--- config.mk ---
export PLATFORM = sky130hd
export DESIGN_NAME = ula_seq_flat
export DESIGN_NICKNAME = d
export VERILOG_FILES = /design/src/rtl/ula_seq_if.sv /design/src/rtl/ula_seq.sv /design/src/flat_wrapper.sv
export SDC_FILE = /design/constraint.sdc
export NUM_CORES = 1
export LEC_CHECK = 0
export BUFFER_PORTS_ARGS = -buffer_cell sky130_fd_sc_hd__buf_2
export CAP_MARGIN = 15
export CORE_ASPECT_RATIO = 1.75
export CORE_MARGIN = 3
export CORE_UTILIZATION = 44
export DETAILED_ROUTE_END_ITERATION = 10
export PLACE_DENSITY = 0.74
export SYNTH_ARGS = -nofsm -noshare
export SYNTH_HDL_FRONTEND = slang
export SYNTH_SLANG_ARGS = --single-unit
--- constraint.sdc ---
create_clock -name clk -period 1.3 [get_ports clk]
set_input_delay 0.26 -clock clk [delete_from_list [all_inputs] [get_ports clk]]
set_output_delay 0.26 -clock clk [all_outputs]
set_load 0.005 [all_outputs]
--- src/rtl/ula_seq_if.sv ---
// Nibble input and result output handshake bundle for ula_seq.
// master: upstream/downstream side; slave: ula_seq side.
interface ula_seq_if;
  logic [3:0] din;
  logic       din_valid;
  logic       din_ready;
  logic [3:0] res;
  logic       res_valid;
  logic       res_ready;
  logic       err;

  modport master (
    output din, din_valid, res_ready,
    input  din_ready, res, res_valid, err
  );

  modport slave (
    input  din, din_valid, res_ready,
    output din_ready, res, res_valid, err
  );
endinterface

--- src/rtl/ula_seq.sv ---
// ula_seq: loads A, B, opcode nibbles, captures ALU result, holds it
// until accepted and counts delivered results.
// Ports: clk, rst_n (async low); bus (slave: din/din_valid/din_ready,
// res/res_valid/res_ready/err); A, B, op to ALU; alu_out from ALU;
// op_count (CNT_W). Macro ULA_DIVZERO_EN adds divide-by-zero flagging.
module ula_seq #(
  parameter int CNT_W = 8
) (
  input  logic             clk,
  input  logic             rst_n,
  ula_seq_if.slave         bus,
  output logic [3:0]       A,
  output logic [3:0]       B,
  output logic [2:0]       op,
  input  logic [3:0]       alu_out,
  output logic [CNT_W-1:0] op_count
);

  typedef enum logic [2:0] {
    GET_A, GET_B, GET_OP, EXEC, HOLD
  } state_t;

  state_t           state_q, state_d;
  logic [3:0]       a_q, a_d;
  logic [3:0]       b_q, b_d;
  logic [2:0]       op_q, op_d;
  logic [3:0]       res_q, res_d;
  logic             res_valid_q, res_valid_d;
  logic [CNT_W-1:0] cnt_q, cnt_d;
  logic             din_ready_c;
`ifdef ULA_DIVZERO_EN
  logic             err_q, err_d;
`endif

  always_comb begin
    state_d     = state_q;
    a_d         = a_q;
    b_d         = b_q;
    op_d        = op_q;
    res_d       = res_q;
    res_valid_d = res_valid_q;
    cnt_d       = cnt_q;
    din_ready_c = 1'b0;
`ifdef ULA_DIVZERO_EN
    err_d       = err_q;
`endif
    unique case (state_q)
      GET_A: begin
        din_ready_c = 1'b1;
        if (bus.din_valid) begin
          a_d     = bus.din;
          state_d = GET_B;
        end
      end
      GET_B: begin
        din_ready_c = 1'b1;
        if (bus.din_valid) begin
          b_d     = bus.din;
          state_d = GET_OP;
        end
      end
      GET_OP: begin
        din_ready_c = 1'b1;
        if (bus.din_valid) begin
          op_d    = bus.din[2:0];
          state_d = EXEC;
        end
      end
      EXEC: begin
`ifdef ULA_DIVZERO_EN
        if (op_q == 3'b011 && b_q == 4'h0) begin
          res_d = 4'hF;
          err_d = 1'b1;
        end else begin
          res_d = alu_out;
          err_d = 1'b0;
        end
`else
        res_d = alu_out;
`endif
        res_valid_d = 1'b1;
        state_d     = HOLD;
      end
      HOLD: begin
        if (bus.res_ready) begin
          res_valid_d = 1'b0;
          cnt_d       = cnt_q + CNT_W'(1);
          state_d     = GET_A;
        end
      end
      default: state_d = GET_A;
    endcase
  end

  always_ff @(posedge clk or negedge rst_n) begin
    if (!rst_n) begin
      state_q     <= GET_A;
      a_q         <= '0;
      b_q         <= '0;
      op_q        <= '0;
      res_q       <= '0;
      res_valid_q <= 1'b0;
      cnt_q       <= '0;
    end else begin
      state_q     <= state_d;
      a_q         <= a_d;
      b_q         <= b_d;
      op_q        <= op_d;
      res_q       <= res_d;
      res_valid_q <= res_valid_d;
      cnt_q       <= cnt_d;
    end
  end

`ifdef ULA_DIVZERO_EN
  always_ff @(posedge clk or negedge rst_n) begin
    if (!rst_n) err_q <= 1'b0;
    else        err_q <= err_d;
  end
  assign bus.err = err_q;
`else
  assign bus.err = 1'b0;
`endif

  assign bus.din_ready = din_ready_c;
  assign bus.res       = res_q;
  assign bus.res_valid = res_valid_q;
  assign A             = a_q;
  assign B             = b_q;
  assign op            = op_q;
  assign op_count      = cnt_q;

endmodule
--- src/flat_wrapper.sv ---
// flat-port wrapper written by rule: the top's interface ports become plain ports
module ula_seq_flat 
#(
  parameter int CNT_W = 8
)
  (clk, rst_n, A, B, op, alu_out, op_count, bus_din, bus_din_valid, bus_res_ready, bus_din_ready, bus_res, bus_res_valid, bus_err);
  ula_seq_if bus_i ();
  input  logic clk;
  input  logic rst_n;
  output logic [3:0] A;
  output logic [3:0] B;
  output logic [2:0] op;
  input  logic [3:0] alu_out;
  output logic [CNT_W-1:0] op_count;
  input wire logic [$bits(bus_i.din)-1:0] bus_din;
  input wire logic [$bits(bus_i.din_valid)-1:0] bus_din_valid;
  input wire logic [$bits(bus_i.res_ready)-1:0] bus_res_ready;
  output wire logic [$bits(bus_i.din_ready)-1:0] bus_din_ready;
  output wire logic [$bits(bus_i.res)-1:0] bus_res;
  output wire logic [$bits(bus_i.res_valid)-1:0] bus_res_valid;
  output wire logic [$bits(bus_i.err)-1:0] bus_err;
  assign bus_i.din = bus_din;
  assign bus_i.din_valid = bus_din_valid;
  assign bus_i.res_ready = bus_res_ready;
  assign bus_din_ready = bus_i.din_ready;
  assign bus_res = bus_i.res;
  assign bus_res_valid = bus_i.res_valid;
  assign bus_err = bus_i.err;
  ula_seq #(.CNT_W(CNT_W)) u_core (.clk(clk), .rst_n(rst_n), .bus(bus_i), .A(A), .B(B), .op(op), .alu_out(alu_out), .op_count(op_count));
endmodule
==> summary.md <==
| Metric | Value |
|---|---|
| Final hold viol count | `0` |
| Initial antenna violation count | `0` |
| HPWL after DPL | `1650 um` |
| Avg WL per Cell | `between 10 and 15 um` |
| Clock transition at path regs | `about 0.09 ns` |
| Comb power frac | `0.441` |
| Setup Viol. Count Final | `14` |
| GRT Residual Overflow | `0` |
| Synth warnings | `0` |
| DRC viols | `0` |
| Clk pwr share | `0.142` |
| Most used cell, CP | `buf_4` |
| Crit-path max FO | `6` |
| Layout cells sized above 1 | `0.600` |
| DR vias/cell | `between 5 and 6` |
| Core Region | `around 2500 sq um` |
| Die ar. | `3310 sq um` |
| TNS Setup | `-0.595 ns` |
| Hold_ws | `between 0.2 and 0.25 ns` |
| Post-Route WL | `2480 um` |
| FILL cells | `a little over 200` |
| Router iterations before antenna repair | `2` |
| P_int | `~2.3 mW` |
| H-tree depth | `1` |
| Final Max Slew Viols | `0` |
| Syn Inst Count | `87` |
| Syn Nets | `100` |
| Slew HR | `0.611` |
| Largest net degree at the start of global routing | `28` |
| I/O pins | `38` |
| Switching pwr | `~1.1 mW` |
| Fin crit period | `about 1.4 ns` |
| Root buffer cell | `clkbuf_8` |
| Worst-case vdd ir drop | `about 1.2 mV` |
| CTS tree | `yes` |
| Fmax achieved | `about 730 MHz` |
| Pre-CTS worst setup slack | `-0.0873 ns` |
| Final worst slack | `-0.0692 ns` |
| Clock Path Buffers | `2` |
| FF+latch count, synth | `27` |
| First-pass GRT wire length | `around 3900 um` |
| CP Cell Sequence | `buf_4 -> nor3_2 -> buf_4 -> mux2_2` |
| Worst Setup End Kind | `flop` |
| Worst hold path class | `input port to flop` |
| Max_cap viols | `0` |
| Slowest cell on crit path | `dfrtp_2` |
| Measured slew at the worst slew-check pin | `0.584 ns` |
| Synthesized area per cell | `between 10 and 15 sq um` |
| Starting Density | `0.464` |
| Sw Share | `0.313` |
| CP startpoint kind | `flop` |
| GRT Total Usage | `0.164` |
| RSZ-0062 raised after global routing | `true` |
| Num Clock Sinks | `27` |
| Die X | `about 45 um` |
| Critical Path AT | `between 1.5 and 2 ns` |
| Synth Cell Area | `1160 sq um` |
| Req. time, crit path | `1.46 ns` |
| Row count | `24` |
| Setup Skew | `approximately 0.0043 ns` |
| DR vias | `855` |
| Die height | `73.8 um` |
| Netlist cell types | `24` |
| Routability cong. | `0.691` |
| Status | `finished with violations` |
| P_leak | `0.805 nW` |
| Post-synthesis sequential area ratio | `0.584` |
| Vias in the first global route | `around 870` |
| Part of the power in registers | `0.417` |
| Pwr Density | `2120 nW/um^2` |
| Max stage delay on crit path | `around 0.46 ns` |
| Fin nets | `154` |
| WS Path Type | `flop to flop` |
| Worst-Skew Late Latency | `approximately 0.27 ns` |
| P&R area growth vs syn | `38.7%` |
| Antenna cells | `0` |
| Number of CTS-inserted buffers | `3` |
| Port Buffers | `36` |
| Tcrit/Tclk final | `1.05` |
| Post-DRT Antenna Nets | `0` |
| First DRT Iteration DRCs | `17` |
| Failing checks | `negative setup slack` |
==> cell families after synthesis <==
logic type,after synthesis,share of synthesized area
buf+inv,4,0.0303
flops,27,0.584
xor+xnor,7,0.0530
simple gates,28,0.151
fa+ha+maj,1,0.0108
other cells,1,0.00324
mux,16,0.155
compound gates,3,0.0130
==> Yosys cell counts, drive strengths merged <==
cell      n  area, sq um
nand3b    2         15.0
nand2b    2         12.5
nor3      3         20.0
mux2     15          169
xnor2     4         35.0
nor3b     1         12.5
nand2    10         37.5
nand4     2         12.5
buf       4         35.0
nor4      1         21.3
dfrtp    27          676
and4bb    1         12.5
xor2      3         26.3
conb      1         3.75
nand3     1         5.00
nor2      4         15.0
mux2i     1         10.0
o21ai     1         5.00
a21oi     2         10.0
ha        1         12.5
nand4bb   1         11.3
==> state kept, by name, indices dropped and copies added, names as in the netlist <==
signal,flops
u_core.op_count,8
u_core.A,4
u_core.B,4
u_core.bus.res,4
u_core.op,3
u_core.state_q,3
u_core.bus.res_valid,1
==> cells in the final DEF (no fill, tap or decap) <==
master,instances
a21oi_1,1
a21oi_2,1
and4bb_2,1
buf_2,36
buf_4,10
buf_6,6
clkbuf_8,3
clkinvlp_4,1
conb_1,1
dfrtp_1,25
dfrtp_2,2
dlygate4sd3_1,1
ha_1,1
mux2_2,9
mux2_4,6
mux2i_1,1
nand2_1,10
nand2b_1,1
nand2b_4,1
nand3_1,1
nand3b_1,2
nand4_1,2
nand4bb_2,1
nor2_1,3
nor2_4,1
nor3_2,3
nor3b_4,1
nor4_4,1
o21ai_2,1
xnor2_1,4
xor2_1,3
==> path summary, 6_finish.rpt <==
check | startpoint | cells past startpoint | end | slack, ns
worst max-delay path | u_core.state_q[0] | 4 | u_core.A[3] | -0.07
worst min-delay path | bus_res_ready | 2 | u_core.state_q[2] | 0.20
worst max register to register | u_core.state_q[0] | 4 | u_core.A[3] | -0.07
worst min register to register | u_core.op_count[7] | 1 | u_core.op_count[7] | 0.48
max in group asynchronous | rst_n | 2 | u_core.state_q[1] | 0.36
min in group asynchronous | rst_n | 2 | u_core.B[3] | 0.52
==> cell type report <==
type | count | area, sq um | area share
clock buffer | 3 | 41.3 | 0.0257
clock inverter | 1 | 7.51 | 0.00468
multi-input combinational | 56 | 513 | 0.320
sequential | 27 | 678 | 0.422
tap | 26 | 32.5 | 0.0203
timing repair buffer | 53 | 333 | 0.207
==> metrics by stage <==
step           cell area (sq um)  instances  utilization  power (mW)
2_1_floorplan               1170         87            -        2.07
3_5_place_dp                1400        152        0.562        2.58
3_3_place_gp                1400        152        0.562        2.53
6_report                    1610        166        0.644        3.40
4_1_cts                     1560        164        0.627        3.33
5_1_grt                     1610        166        0.644        3.61
==> routing by layer <==
| metal | up-vias | track usage | part of all wire |
|---|---|---|---|
| met2 | 31 | 0.293 | 0.53 |
| met5 | - | 0 | 0 |
| met4 | 0 | 0.0586 | 0.013 |
| met3 | 4 | 0.0270 | 0.063 |
| met1 | 417 | 0.189 | 0.39 |
| li1 | 403 | - | - |
==> power by group through the flow <==
stage | Clock, mW | Sequential, mW | Combinational, mW
6_report | 0.482 | 1.42 | 1.50
5_1_grt | 0.518 | 1.46 | 1.64
4_1_cts | 0.494 | 1.40 | 1.43
3_5_place_dp | 0 | 1.41 | 1.17
3_3_place_gp | 0 | 1.40 | 1.13
2_1_floorplan | 0 | 1.40 | 0.673
==> worst max-delay path, delay by kind of cell, from the launching register on <==
| family | cells | cell delay [ns] |
|---|---|---|
| buffers and inverters | 2 | 0.32 |
| DFF | 1 | 0.46 |
| and+or+nand+nor | 1 | 0.16 |
| muxes | 1 | 0.33 |
==> repair_timing <==
action / 4_1_cts / 5_1_grt
resized for setup: 15 / 7
hold buffers: 1 / 0
hold endpoints to repair: 27 / 0
buffers inserted: 7 / 2
setup endpoints to repair: 16 / 25
pin swaps: 3 / 1
Power figures use the tool's default switching activity.
